[src/rtl/uart_tx_mmio_pkg.sv]
// Shared definitions for the memory-mapped UART transmitter: register offsets,
// STAT bit positions, serializer states and a divisor helper.
package uart_tx_mmio_pkg;

  localparam logic [1:0] REG_DATA = 2'd0;
  localparam logic [1:0] REG_STAT = 2'd1;
  localparam logic [1:0] REG_DIV  = 2'd2;

  localparam int STAT_OVF   = 1;
  localparam int STAT_EMPTY = 2;
  localparam int STAT_FULL  = 3;
  localparam int STAT_BUSY  = 4;

  typedef enum logic [1:0] {
    ST_IDLE  = 2'd0,
    ST_START = 2'd1,
    ST_DATA  = 2'd2,
    ST_STOP  = 2'd3
  } tx_state_e;

  // A zero divisor would stall the bit timer, so it is promoted to one.
  function automatic logic [15:0] div_sanitize(input logic [15:0] v);
    return (v == 16'd0) ? 16'd1 : v;
  endfunction

endpackage

[src/rtl/uart_tx_mmio_sync_fifo.sv]
// Synchronous FIFO with head-of-queue output; a push on a full FIFO is only
// accepted when a pop frees a slot in the same cycle.
module sync_fifo #(
  parameter int WIDTH = 8,
  parameter int DEPTH = 4
) (
  input  logic             clk,
  input  logic             rst_n,
  input  logic             push,
  input  logic             pop,
  input  logic [WIDTH-1:0] din,
  output logic [WIDTH-1:0] dout,
  output logic             full,
  output logic             empty,
  output logic             empty_next
);

  localparam int AW = $clog2(DEPTH);
  localparam int CW = AW + 1;

  logic [WIDTH-1:0] mem_q [DEPTH];
  logic [AW-1:0]    wr_ptr_q, wr_ptr_d;
  logic [AW-1:0]    rd_ptr_q, rd_ptr_d;
  logic [CW-1:0]    count_q, count_d;
  logic             do_push_s, do_pop_s;

  always_comb begin
    do_pop_s  = pop && (count_q != {CW{1'b0}});
    do_push_s = push && ((count_q != CW'(DEPTH)) || do_pop_s);
    wr_ptr_d  = do_push_s ? wr_ptr_q + AW'(1) : wr_ptr_q;
    rd_ptr_d  = do_pop_s  ? rd_ptr_q + AW'(1) : rd_ptr_q;
    case ({do_push_s, do_pop_s})
      2'b10:   count_d = count_q + CW'(1);
      2'b01:   count_d = count_q - CW'(1);
      default: count_d = count_q;
    endcase
  end

  always_ff @(posedge clk) begin
    if (!rst_n) begin
      wr_ptr_q <= {AW{1'b0}};
      rd_ptr_q <= {AW{1'b0}};
      count_q  <= {CW{1'b0}};
      for (int i = 0; i < DEPTH; i++) mem_q[i] <= {WIDTH{1'b0}};
    end else begin
      wr_ptr_q <= wr_ptr_d;
      rd_ptr_q <= rd_ptr_d;
      count_q  <= count_d;
      if (do_push_s) mem_q[wr_ptr_q] <= din;
    end
  end

  assign dout       = mem_q[rd_ptr_q];
  assign full       = (count_q == CW'(DEPTH));
  assign empty      = (count_q == {CW{1'b0}});
  assign empty_next = (count_d == {CW{1'b0}});

endmodule

[src/rtl/uart_tx_mmio.sv]
// Memory-mapped 8N1 UART transmitter: register decode, registered load data,
// TX FIFO and a divisor-timed serializer.
module uart_tx_mmio
  import uart_tx_mmio_pkg::*;
#(
  parameter logic [15:0] DIV_RESET  = 16'd4,
  parameter int          FIFO_DEPTH = 4
) (
  input  logic        clk,
  input  logic        rst_n,
  input  logic        write,
  input  logic        read,
  input  logic [1:0]  addr,
  input  logic [31:0] wdata,
  output logic [31:0] rdata,
  output logic        txd,
  output logic        irq
);

  tx_state_e   state_q, state_d;
  logic [15:0] div_q, div_d;
  logic [15:0] cnt_q, cnt_d;
  logic [2:0]  bit_cnt_q, bit_cnt_d;
  logic [7:0]  shift_q, shift_d;
  logic        ovf_q, ovf_d;
  logic [31:0] rdata_q, rdata_d;
  logic        txd_q, txd_d;
  logic        irq_q, irq_d;

  logic        push_s, pop_s;
  logic        fifo_full_s, fifo_empty_s, fifo_empty_next_s;
  logic [7:0]  fifo_dout_s;
  logic [31:0] stat_s;
  logic        unused_wdata_s;

  assign unused_wdata_s = ^wdata[31:16];

  sync_fifo #(
    .WIDTH (8),
    .DEPTH (FIFO_DEPTH)
  ) u_fifo (
    .clk        (clk),
    .rst_n      (rst_n),
    .push       (push_s),
    .pop        (pop_s),
    .din        (wdata[7:0]),
    .dout       (fifo_dout_s),
    .full       (fifo_full_s),
    .empty      (fifo_empty_s),
    .empty_next (fifo_empty_next_s)
  );

  always_comb begin
    push_s = write && (addr == REG_DATA);
    pop_s  = !fifo_empty_s &&
             ((state_q == ST_IDLE) || ((state_q == ST_STOP) && (cnt_q == 16'd0)));

    stat_s             = 32'd0;
    stat_s[STAT_OVF]   = ovf_q;
    stat_s[STAT_EMPTY] = fifo_empty_s;
    stat_s[STAT_FULL]  = fifo_full_s;
    stat_s[STAT_BUSY]  = (state_q != ST_IDLE);

    // Load data is built from pre-write state so a same-cycle store is invisible.
    rdata_d = rdata_q;
    if (read) begin
      case (addr)
        REG_STAT: rdata_d = stat_s;
        REG_DIV:  rdata_d = {16'd0, div_q};
        default:  rdata_d = 32'd0;
      endcase
    end else begin
      rdata_d = rdata_q;
    end

    div_d = div_q;
    ovf_d = ovf_q;
    if (write) begin
      case (addr)
        REG_STAT: ovf_d = wdata[1] ? 1'b0 : ovf_q;
        REG_DIV:  div_d = div_sanitize(wdata[15:0]);
        default:  div_d = div_q;
      endcase
    end else begin
      div_d = div_q;
    end
    if (push_s && fifo_full_s && !pop_s) begin
      ovf_d = 1'b1;
    end else begin
      ovf_d = ovf_d;
    end

    state_d   = state_q;
    cnt_d     = cnt_q;
    bit_cnt_d = bit_cnt_q;
    shift_d   = shift_q;
    // Every state lasts div_q clocks; reloads use the divisor current at the boundary.
    case (state_q)
      ST_IDLE: begin
        if (pop_s) begin
          state_d = ST_START;
          shift_d = fifo_dout_s;
          cnt_d   = div_q - 16'd1;
        end else begin
          state_d = ST_IDLE;
        end
      end
      ST_START: begin
        if (cnt_q == 16'd0) begin
          state_d   = ST_DATA;
          bit_cnt_d = 3'd0;
          cnt_d     = div_q - 16'd1;
        end else begin
          cnt_d = cnt_q - 16'd1;
        end
      end
      ST_DATA: begin
        if (cnt_q == 16'd0) begin
          cnt_d = div_q - 16'd1;
          if (bit_cnt_q == 3'd7) begin
            state_d = ST_STOP;
          end else begin
            bit_cnt_d = bit_cnt_q + 3'd1;
            shift_d   = {1'b0, shift_q[7:1]};
          end
        end else begin
          cnt_d = cnt_q - 16'd1;
        end
      end
      ST_STOP: begin
        if (cnt_q != 16'd0) begin
          cnt_d = cnt_q - 16'd1;
        end else if (pop_s) begin
          state_d = ST_START;
          shift_d = fifo_dout_s;
          cnt_d   = div_q - 16'd1;
        end else begin
          state_d = ST_IDLE;
        end
      end
      default: state_d = ST_IDLE;
    endcase

    case (state_d)
      ST_START: txd_d = 1'b0;
      ST_DATA:  txd_d = shift_d[0];
      default:  txd_d = 1'b1;
    endcase
    irq_d = fifo_empty_next_s && (state_d == ST_IDLE);
  end

  always_ff @(posedge clk) begin
    if (!rst_n) begin
      state_q   <= ST_IDLE;
      div_q     <= DIV_RESET;
      cnt_q     <= 16'd0;
      bit_cnt_q <= 3'd0;
      shift_q   <= 8'd0;
      ovf_q     <= 1'b0;
      rdata_q   <= 32'd0;
      txd_q     <= 1'b1;
      irq_q     <= 1'b1;
    end else begin
      state_q   <= state_d;
      div_q     <= div_d;
      cnt_q     <= cnt_d;
      bit_cnt_q <= bit_cnt_d;
      shift_q   <= shift_d;
      ovf_q     <= ovf_d;
      rdata_q   <= rdata_d;
      txd_q     <= txd_d;
      irq_q     <= irq_d;
    end
  end

  assign rdata = rdata_q;
  assign txd   = txd_q;
  assign irq   = irq_q;

endmodule
[config.mk]
export PLATFORM = sky130hd
export DESIGN_NAME = uart_tx_mmio
export DESIGN_NICKNAME = d
export VERILOG_FILES = /design/src/rtl/uart_tx_mmio_pkg.sv /design/src/rtl/uart_tx_mmio_sync_fifo.sv /design/src/rtl/uart_tx_mmio.sv
export SDC_FILE = /design/constraint.sdc
export NUM_CORES = 1
export LEC_CHECK = 0
export ABC_CLOCK_PERIOD_IN_PS = 4100
export BUFFER_PORTS_ARGS = -buffer_cell sky130_fd_sc_hd__buf_2
export CAP_MARGIN = 20
export CORE_MARGIN = 2
export CORE_UTILIZATION = 30
export DETAILED_ROUTE_END_ITERATION = 6
export SLEW_MARGIN = 20
export SYNTH_ARGS = -nofsm -noshare
export SYNTH_HDL_FRONTEND = slang
export SYNTH_HIERARCHICAL = 1
export SYNTH_SLANG_ARGS = --single-unit
[constraint.sdc]
create_clock -name clk -period 4.1 [get_ports clk]
set_input_delay 0.82 -clock clk [delete_from_list [all_inputs] [get_ports clk]]
set_output_delay 0.82 -clock clk [all_outputs]
set_load 0.02 [all_outputs]
Yosys cells after proc, flatten, opt, wreduce, memory -nomap -nowiden --
Memories as Yosys holds them, arrays and structs flattened. A register that Yosys moved wholly into a read port is not among the register bits. Index checks and enable logic that the tools add are counted.
Cells by class: add/subtract/negate cells 7, equality and inequality tests 16, multiplexer cells 36, reduce and logical (&&, ||, !) cells 33
Operators by type and width (number):
- 16-bit two-way mux | 4
- 16-bit case mux with 3 select lines | 1
- 8-bit two-way mux | 5
- 16-bit logical NOT | 2
- 16-bit case mux with 2 select lines | 1
- 16-bit by 1-bit subtractor with 16-bit output, second input constant | 2
- 8-bit case mux with 3 select lines | 1
- 16-bit nonzero test | 1
- 2-bit two-way mux | 7
- 3-bit case mux with 2 select lines | 2
- 2-bit equality test, second input constant | 5
- 1-bit two-way mux | 10
- 2-bit nonzero test | 5
- 3-bit two-way mux | 3
- 2-bit by 1-bit equality test with 1-bit output, second input constant | 4
- 1-bit logical AND | 8
- 2-bit != test, second input constant | 4
- 2-bit case mux with 4 select lines | 1
- 4-bit AND reduction | 2
- 8-bit OR reduction | 1
- 3-bit by 1-bit adder with 3-bit output, second input constant | 2
- 3-bit equality test, second input constant | 2
- 2-bit logical NOT | 3
- 3-bit logical NOT | 2
- 10 further kinds | 14
Storage, ports and cells: flip-flop bits (word level) 87, memory bits (writable) 32, input port bits 38, output and inout bits 34, word-level logic and storage cells 106, memories kept 1
Memories:
- u_fifo.mem_q | words 4, bits a word 8, rd ports 1, clocked after memory_dff 1, write ports 4, line uart_tx_mmio_sync_fifo.sv:21 | logic [WIDTH-1:0] mem_q [DEPTH];

Longest topological paths before layout --
Gate-level depths: netlist of the first run.
depth after elaboration 12, mapped depth 18, gate-level depth less buffers 16

Modules after synthesis --
The synthesis of the first run kept the hierarchy.
Modules (own cells, without submodules):
- uart_tx_mmio | instances 1, cells each 497, area each 3848.7 um2, seq. area each 1281.2 um2
- sync_fifo | instances 1, cells each 134, area each 1923.1 um2, seq. area each 1141.1 um2

Worst setup path before layout of the first run --
Ideal clock, no wire load.
path type register to register, from register cnt_q[0], to register irq_q (netlist: irq), library setup time 0.087 ns, arrival time 3.677 ns, data required time 4.013 ns, slack 0.336 ns, stages on the path, launching flop included 17, buffers on the path 2, period minus slack after synthesis 3.764 ns, path through dfxtp_1 inv_1 ha_1 or4b_1 clkbuf_1 or4_1 a21oi_1 buf_2 nor2b_1 ha_1 inv_1 fa_1 xor2_1 xnor2_1 o31ai_1 inv_1 o31ai_1
Between the ends: longest elaborated chain between the ends 11, elaborated cells between the ends (all ways) 19, classes of those cells eq/ne: 2; mux: 6; reduce/logical: 11
RTL lines:
- start, declared | line uart_tx_mmio.sv:22 | logic [15:0] cnt_q, cnt_d;
- start signal, assigned | line uart_tx_mmio.sv:166 | cnt_q <= cnt_d;
- 16-bit logical NOT * | line uart_tx_mmio.sv:56 | ((state_q == ST_IDLE) || ((state_q == ST_STOP) && (cnt_q == 16'd0)));
- 1-bit logical AND * | line uart_tx_mmio.sv:56
- 1-bit logical OR * | line uart_tx_mmio.sv:56
- 1-bit logical AND * | line uart_tx_mmio.sv:55 | pop_s = !fifo_empty_s &&
- via pop_s | line uart_tx_mmio.sv:30 | logic push_s, pop_s;
- 1-bit logical AND * | line uart_tx_mmio_sync_fifo.sv:28 | do_pop_s = pop && (count_q != {CW{1'b0}});
- via u_fifo.do_pop_s | line uart_tx_mmio_sync_fifo.sv:25 | logic do_push_s, do_pop_s;
- 1-bit logical OR | line uart_tx_mmio_sync_fifo.sv:29 | do_push_s = push && ((count_q != CW'(DEPTH)) || do_pop_s);
- 1-bit logical AND | line uart_tx_mmio_sync_fifo.sv:29
- 2-bit by 1-bit equality test with 1-bit output or 2-bit equality test (tied branches) | line uart_tx_mmio_sync_fifo.sv:32 | case ({do_push_s, do_pop_s})
- 3-bit case mux with 2 select lines * | line uart_tx_mmio_sync_fifo.sv:32
- 3-bit logical NOT * | line uart_tx_mmio_sync_fifo.sv:56 | assign empty_next = (count_d == {CW{1'b0}});
- via fifo_empty_next_s | line uart_tx_mmio.sv:31 | logic fifo_full_s, fifo_empty_s, fifo_empty_next_s;
- 1-bit logical AND * | line uart_tx_mmio.sv:149 | irq_d = fifo_empty_next_s && (state_d == ST_IDLE);
- end signal, assigned | line uart_tx_mmio.sv:172 | irq_q <= irq_d;
- end, declared | line uart_tx_mmio.sv:28 | logic irq_q, irq_d;
The timed path passes the listed nets; every way through them passes the cells marked *. A chain may end at the register's enable or synchronous reset.

Worst setup path after layout of the first run --
from register cnt_q[0], to register irq_q (netlist: irq)
Between the ends: longest elaborated chain between the ends 11, elaborated cells between the ends (all ways) 19, classes of those cells eq/ne: 2; mux: 6; reduce/logical: 11
RTL lines (line):
- 16-bit logical NOT * | uart_tx_mmio.sv:56
- 1-bit logical AND * | uart_tx_mmio.sv:56
- 1-bit logical OR * | uart_tx_mmio.sv:56
- 1-bit logical AND * | uart_tx_mmio.sv:55
- 1-bit logical AND * | uart_tx_mmio_sync_fifo.sv:28
- via u_fifo.do_pop_s | uart_tx_mmio_sync_fifo.sv:25
- 1-bit logical OR | uart_tx_mmio_sync_fifo.sv:29
- 1-bit logical AND | uart_tx_mmio_sync_fifo.sv:29
- 2-bit by 1-bit equality test with 1-bit output or 2-bit equality test (tied branches) | uart_tx_mmio_sync_fifo.sv:32
- 3-bit case mux with 2 select lines * | uart_tx_mmio_sync_fifo.sv:32
- 3-bit logical NOT * | uart_tx_mmio_sync_fifo.sv:56
- via fifo_empty_next_s | uart_tx_mmio.sv:31
- 1-bit logical AND * | uart_tx_mmio.sv:149
Marks and branches as above.

==> results by group, run 1 <==
Floorplan
  – Chip height: 143 microns
  – IO Pins: 72
  – Core Box Area: 18,800 sq um
  – Die W: 143 microns
  – Die area: 20,400 sq um
  – FP Rows: 50
  – Initial Util: 30.8%

Pwr
  – Power share of the clock group: 35.5%
  – Switching power: 0.000815 W
  – Comb power frac: 20.5%
  – P_int: 0.00181 W
  – Static Leak: 2.44 nW
  – Sw frac: 31.1%
  – PwrDens: 407 nW/um^2
  – Reg power frac: 43.9%
  – Worst vdd ir: 0.000197 V

Worst setup path
  – Worst Setup SP: cnt_q[0]
  – Critical path endpoint category: flop
  – Worst r2r src: cnt_q[0]
  – Critical Path AT: 4130 ps
  – WP data required: 4380 ps
  – Worst-path maximum fanout: 6
  – Worst setup path class: reg -> reg
  – Reg-to-reg slack, setup: 250 ps
  – Worst Setup EP: irq
  – Critical Path Start Type: flop
  – Reg-to-reg endpoint: irq
  – R2R depth: 14

Clock tree
  – H-tree depth: 3
  – Clock tree buffer depth: 2
  – Post-CTS Setup Repair Bufs: 0
  – CTS Sinks: 105
  – CTS Root Cell: clkbuf_16
  – Inserted Clock Buffers: 9
  – Clock latency on the worst-skew pair: 360 ps
  – CTS tree: done
  – Clock slew at reported path FFs: 80 ps

Worst hold path
  – Hold Crit Class: reg -> reg
  – Hold path start: rdata[9]

Yosys
  – Register area share after synthesis: 42.0%
  – Average cell area after synthesis: 9.15 sq um
  – Mapped Cells: 631
  – Async SR Flop Fraction: 0%
  – Synth cell types: 69
  – Synthesis-stage register bit count: 105
  – Ys flop type: dfxtp_1
  – Synth Warn #: 6
  – Cell area after synthesis: 5770 sq um
  – Number of synthesized flops with an enable pin: 32

Global routing
  – Grt ovf: 0
  – Number of global-route vias before repair: 4,364
  – Global-route wire length before repair: 23,300 microns
  – Initial antenna violation count: 0
  – GRT Util Overall: 14.6%
  – Largest net degree at the start of global routing: 54

Placement
  – Post-DP HPWL: 10,200 microns
  – I/O Buffers: 39
  – RePlAce Congestion: 0.790

STA
  – Post-route clock skew: 7.22 ps
  – Hold_ws: 461 ps
  – Setup-failing EPs final: 0
  – Fmax: 260 MHz
  – Least-Margin Pin Slew: 964 ps
  – Slew headroom: 35.7%
  – Final Hold Fails: 0
  – Fin. max-slew vios: 0
  – Fin crit period: 3850 ps
  – Period utilization: 93.9%

Layout
  – P&R area growth vs syn: 11.5%
  – NumNets Final: 707
  – Most frequent cells in the layout: dfxtp_1, nand2_1, a21oi_1, nor2_1, buf_2
  – Leading cell type in the layout, fill and taps excluded: dfxtp_1
  – Fin util: 34.3%
  – FILL cells: 1,958
  – Antenna cells: 0
  – Share of cells above drive strength 1: 15.2%

Detailed routing
  – Drt drc: 0
  – WL/cell: 16.1 microns
  – Final WL: 14,400 microns
  – DR pass1 iterations: 4
  – Vias: 4,533
  – Vias per cell: 5.08
  – 1st-iter DRT viols: 197
  – Post-DRT Antenna Nets: 0

Flow run
  – Max Cap Viol: 0

Run status
  – Outcome: finished clean
worst min-delay path by stage:
stage                         endpoint  slack (ps)  cells past startpoint
final                         rdata[9]         460                      2
after global routing          rdata[5]         480                      2
after CTS                     rdata[9]         460                      2
after detailed placement      rdata[9]         450                      2
after global placement        rdata[8]         450                      2
after floorplan           bit_cnt_q[0]         440                      2
synthesized netlist by cell type (4+ instances only):
| cell type | count | area [sq um] |
|---|---|---|
| and2_1 | 28 | 175 |
| nor3b_1 | 5 | 37.5 |
| clkbuf_1 | 23 | 86.3 |
| a22oi_1 | 5 | 37.5 |
| a31oi_1 | 9 | 56.3 |
| nand2b_1 | 10 | 62.6 |
| or4_1 | 7 | 52.6 |
| o22ai_1 | 5 | 31.3 |
| edfxtp_1 | 32 | 961 |
| or3_1 | 6 | 37.5 |
| o21a_1 | 4 | 30.0 |
| and3_2 | 8 | 60.1 |
| nor4_1 | 9 | 56.3 |
| nor3_1 | 7 | 35.0 |
| xor2_1 | 13 | 114 |
| nand2_1 | 70 | 263 |
| dfxtp_1 | 73 | 1460 |
| buf_4 | 16 | 120 |
| buf_2 | 8 | 40.0 |
| xnor2_1 | 13 | 114 |
| nor4_4 | 4 | 85.1 |
| inv_1 | 19 | 71.3 |
| nor2_1 | 58 | 218 |
| nand3_1 | 19 | 95.1 |
| o221ai_1 | 5 | 43.8 |
| mux4_2 | 8 | 180 |
| o21ai_0 | 15 | 75.1 |
| o31ai_1 | 6 | 45.0 |
| a211oi_1 | 7 | 52.6 |
| a21oi_1 | 59 | 295 |
| mux2i_1 | 9 | 90.1 |
| ha_1 | 14 | 175 |
| o211ai_1 | 4 | 30.0 |
layout make-up:
type	count	area, sq um	area share, %
Clock buffer	9	225	3.50
Clock inverter	7	88.8	1.38
Inverter	21	78.8	1.22
Multi-Input combinational cell	467	3050	47.4
Sequential cell	105	2420	37.6
Tap cell	234	293	4.55
Timing Repair Buffer	50	278	4.32
state kept, by name (all words and copies together) (netlist names), named ones only:
name,count
shift_q,8
u_fifo/count_q,3
rdata,16
cnt_q,16
u_fifo/mem_q,32
div_q,16
ovf_q,1
irq,1
u_fifo/wr_ptr_q,2
bit_cnt_q,3
txd,1
u_fifo/rd_ptr_q,2
state_q,2
power groups by stage:
stage	Sequential (W)	Combinational [W]	Clock [W]
floorplan	0.00116	0.000434	0
global route	0.00116	0.000600	0.000980
global placement	0.00118	0.000533	0
detailed placement	0.00118	0.000536	0
CTS	0.00115	0.000540	0.000946
finish	0.00115	0.000538	0.000931
worst max-delay path: stages, from the launching register on:
cell,delay [ps]
dfxtp_1,350
inv_1,130
ha_1,190
or4b_1,470
or4_1,600
a21oi_4,250
nor2b_1,260
ha_1,220
inv_1,60
fa_1,370
xor2_1,240
xnor2_1,100
o31ai_1,200
inv_1,110
o31ai_1,220
kinds of logic after synthesis:
kind of cell | Yosys count | synth area share, %
AO/OA/AOI/OAI | 141 | 15.5
XOR/XNOR | 26 | 3.95
adder cells (fa/ha/maj) | 15 | 3.38
buffers and inverters | 74 | 6.44
flip-flops | 105 | 42.0
multiplexers | 18 | 4.88
other | 1 | 0.0650
AND/OR/NAND/NOR | 251 | 23.9
routing by layer:
layer | track usage [%] | vias up | wire length, microns | part of all wire, %
met5 | 0 | - | 0 | 0
met4 | 4.74 | 0 | 229 | 1.6
met3 | 2.25 | 10 | 413 | 2.9
met2 | 24.7 | 72 | 7040 | 49
met1 | 19.2 | 2173 | 6700 | 47
li1 | - | 2278 | - | -
stage by stage:
stage	TNS [ps]	power (W)	std cells	worst slack [ps]	cell area, sq um
floorplan	0	0.00160	646	336	5830
global placement	0	0.00171	877	264	6110
detailed placement	0	0.00171	877	240	6110
CTS	0	0.00264	893	222	6430
global route	-8.64	0.00274	893	-8.64	6440
finish	0	0.00262	893	249	6440
what timing repair did:
action                                  4_1_cts  5_1_grt
hold buffers                                  0        0
resized for setup                             0        1
endpoints found under the setup margin        0        1
Note: power is estimated with default switching activity, not from simulation.
==> run 2, diff against run 1 <==
- ABC_AREA: unset -> 1
- CTS_CLUSTER_DIAMETER: unset -> 50
- HOLD_SLACK_MARGIN: unset -> 0.06
==> results by group, run 2 <==
Worst setup path
  – Reg-to-reg endpoint: irq
  – Worst setup path class: reg -> reg
  – Cells along the critical path: inv_1, ha_1, nand2_1, nor2_4, nand3_2, nand2_2, nand2_4, inv_4, inv_1, nand3_2, nand2_2, ha_1, inv_1, fa_1, or2_2, nand3_1, nand2_1, nand2_1, nor2_1, nand3_1, nand2_1
  – Reg-to-reg slack, setup: 750 ps
  – R2R depth: 21
  – Critical Path AT: 3580 ps
  – Critical Path Start Type: flop
  – Buffers & Inverters on Critical Path: 4
  – Worst-path maximum fanout: 18
  – Most frequent cell on the critical path: nand2_1
  – Slowest CP cell: fa_1
  – Critical path endpoint category: flop
  – WP data required: 4330 ps
  – Largest stage delay on the critical path: 380 ps
  – Levels on crit path: 21
  – CP delay by family, top: simple AND/OR/NAND/NOR gates
  – Worst r2r src: cnt_q[0]
  – Worst Setup EP: irq
  – Worst Setup SP: cnt_q[0]

Yosys
  – Number of synthesized flops with an enable pin: 32
  – Average cell area after synthesis: 7.44 sq um
  – Ys flop type: dfxtp_1
  – Cell area after synthesis: 6060 sq um
  – Synth Warn #: 6
  – Most frequent cell after synthesis: nand2_1
  – Async SR Flop Fraction: 0%
  – Synth area leader: dfxtp_1
  – Synthesis-stage register bit count: 105
  – Top cell type's share of synthesized area: 24.1%
  – Register area share after synthesis: 40.0%
  – Top cells by area, synth: dfxtp_1, edfxtp_1, nand2_1, nor2_1, inv_1
  – Mapped Cells: 815
  – Synth top cells by count: nand2_1, nor2_1, inv_1, dfxtp_1, nand3_1
  – Synth cell types: 51

Placement
  – I/O Buffers: 39
  – Post-DP HPWL: 10,900 microns
  – Placed inst area: 6420 sq um
  – RePlAce Congestion: 0.851

Layout
  – Share of cells above drive strength 1: 12.9%
  – Biggest register: u_fifo/mem_q
  – Most frequent cells in the layout: nand2_1, nor2_1, inv_1
  – Antenna cells: 0
  – Post-route cell area: 6700 sq um
  – P&R area growth vs syn: 10.5%
  – NumNets Final: 898
  – Leading cell type in the layout, fill and taps excluded: nand2_1
  – Max reg flops: 32

Floorplan
  – IO Pins: 72
  – Chip height: 146 microns
  – FP Rows: 51
  – Core Box Area: 19,700 sq um
  – Die W: 146 microns
  – Die area: 21,400 sq um
  – Initial Util: 30.8%

Pwr
  – Switching power: 0.00183 W
  – Static Leak: 2.86 nW
  – P_int: 0.00225 W
  – Sw frac: 44.8%
  – Comb power frac: 46.5%
  – Reg power frac: 32.8%
  – Power share of the clock group: 20.8%
  – Worst vdd ir: 0.000324 V
  – PwrDens: 609 nW/um^2

Flow run
  – Max Cap Viol: 0

STA
  – Fmax: 299 MHz
  – Hold_ws: 466 ps
  – Final Hold Fails: 0
  – Least-Margin Pin Slew: 553 ps
  – RSZ-0062 raised after global routing: false
  – Post-route clock skew: 7.26 ps
  – Setup TNS: 0 ps
  – Fin crit period: 3350 ps
  – Fin. max-slew vios: 0
  – Slew headroom: 62.8%
  – Period utilization: 81.6%
  – Setup-failing EPs final: 0

Detailed routing
  – Vias: 5,272
  – Vias per cell: 4.73
  – WL/cell: 13.8 microns
  – Drt drc: 0
  – DR pass1 iterations: 5
  – Post-DRT Antenna Nets: 0
  – 1st-iter DRT viols: 372
  – Final WL: 15,400 microns

Clock tree
  – CTS Root Cell: clkbuf_16
  – Hold_buf cts: 0
  – Clock slew at reported path FFs: 70 ps
  – Inserted Clock Buffers: 9
  – CTS-repair resized insts: 0
  – CTS Sinks: 105
  – Clock latency on the worst-skew pair: 360 ps
  – Clock tree buffer depth: 2
  – CTS tree: done
  – H-tree depth: 3
  – Post-CTS Setup Repair Bufs: 0

Global routing
  – GRT Util Overall: 14.5%
  – Grt ovf: 0
  – Global-route wire length before repair: 25,200 microns
  – Largest net degree at the start of global routing: 47
  – Number of global-route vias before repair: 4,899
  – Initial antenna violation count: 0

Worst hold path
  – Hold Crit Class: reg -> reg

Run status
  – Outcome: finished clean
==> run 2: changes by cell type after synthesis, sizes merged, moves of 8 or more <==
cell | previous run | this run
o21ai | 15 | 52
and2 | 28 | 0
nand2 | 70 | 206
or4 | 9 | 0
xnor2 | 13 | 5
nor4 | 14 | 4
nand3 | 19 | 55
mux2i | 9 | 0
and3 | 11 | 0
mux4 | 8 | 0
clkbuf | 24 | 14
nand2b | 10 | 0
nor2 | 59 | 105
inv | 20 | 89
==> run 2: stage by stage <==
step | cells | util, % | setup slack [ps] | power [W]
after floorplan | 830 | - | 1290 | 0.00295
after global placement | 1099 | 32.6 | 765 | 0.00323
after detailed placement | 1099 | 32.6 | 752 | 0.00323
after CTS | 1115 | 34.1 | 720 | 0.00409
after global routing | 1115 | 34.1 | 463 | 0.00439
final | 1115 | 34.1 | 755 | 0.00408
==> run 2: area by class of cell <==
type,instances,area [sq um]
timing repair buffer,46,248
multi-input combinational,592,3070
tap,265,332
clock buffer,10,229
fill,2164,13000
inverter,91,349
sequential,105,2420
clock inverter,6,50.0
==> run 2: logic make-up (layout without fill, tap and decap cells) <==
| family | count (synthesis) | after routing | share of synthesized area [%] |
|---|---|---|---|
| flops | 105 | 105 | 40.0 |
| other cells | 1 | 16 | 0.0619 |
| xor+xnor | 21 | 21 | 3.03 |
| compound gates | 148 | 148 | 14.5 |
| simple gates | 392 | 392 | 28.8 |
| fa+ha+maj | 15 | 15 | 3.22 |
| buf+inv | 133 | 153 | 10.4 |
==> run 2: power groups by stage <==
| stage | Combinational, W | Clock (W) | Sequential (W) |
|---|---|---|---|
| finish | 0.00189 | 0.000846 | 0.00134 |
| floorplan | 0.00162 | 0 | 0.00133 |
| global placement | 0.00187 | 0 | 0.00136 |
| CTS | 0.00189 | 0.000868 | 0.00133 |
| detailed placement | 0.00188 | 0 | 0.00136 |
| global route | 0.00213 | 0.000899 | 0.00136 |
==> run 2: layer usage <==
metal | routed length (microns) | part of all wire [%] | track usage (%)
met1 | 7410 | 48 | 20.2
met2 | 7060 | 46 | 23.3
met3 | 645 | 4.2 | 2.25
met4 | 236 | 1.5 | 4.17
met5 | 0 | 0 | 0
==> run 2: worst min-delay path by stage <==
stage                from         end  cells after the start  slack (ps)
6_report        rdata[12]   rdata[12]                      2         470
3_5_place_dp     rdata[6]    rdata[6]                      2         460
3_3_place_gp        ovf_q       ovf_q                      2         450
2_1_floorplan  shift_q[7]  shift_q[7]                      2         440
5_1_grt         rdata[12]   rdata[12]                      2         490
4_1_cts          rdata[1]    rdata[1]                      2         470
==> run 2: worst register-to-register path, cell delays in order (launching register included) <==
cell	delay (ps)
dfxtp_1	360
inv_1	90
ha_1	200
nand2_1	110
nor2_4	60
nand3_2	80
nand2_2	180
nand2_4	270
inv_4	150
inv_1	90
nand3_2	110
nand2_2	190
ha_1	180
inv_1	60
fa_1	380
or2_2	310
nand3_1	70
nand2_1	60
nand2_1	60
nor2_1	40
nand3_1	100
nand2_1	60
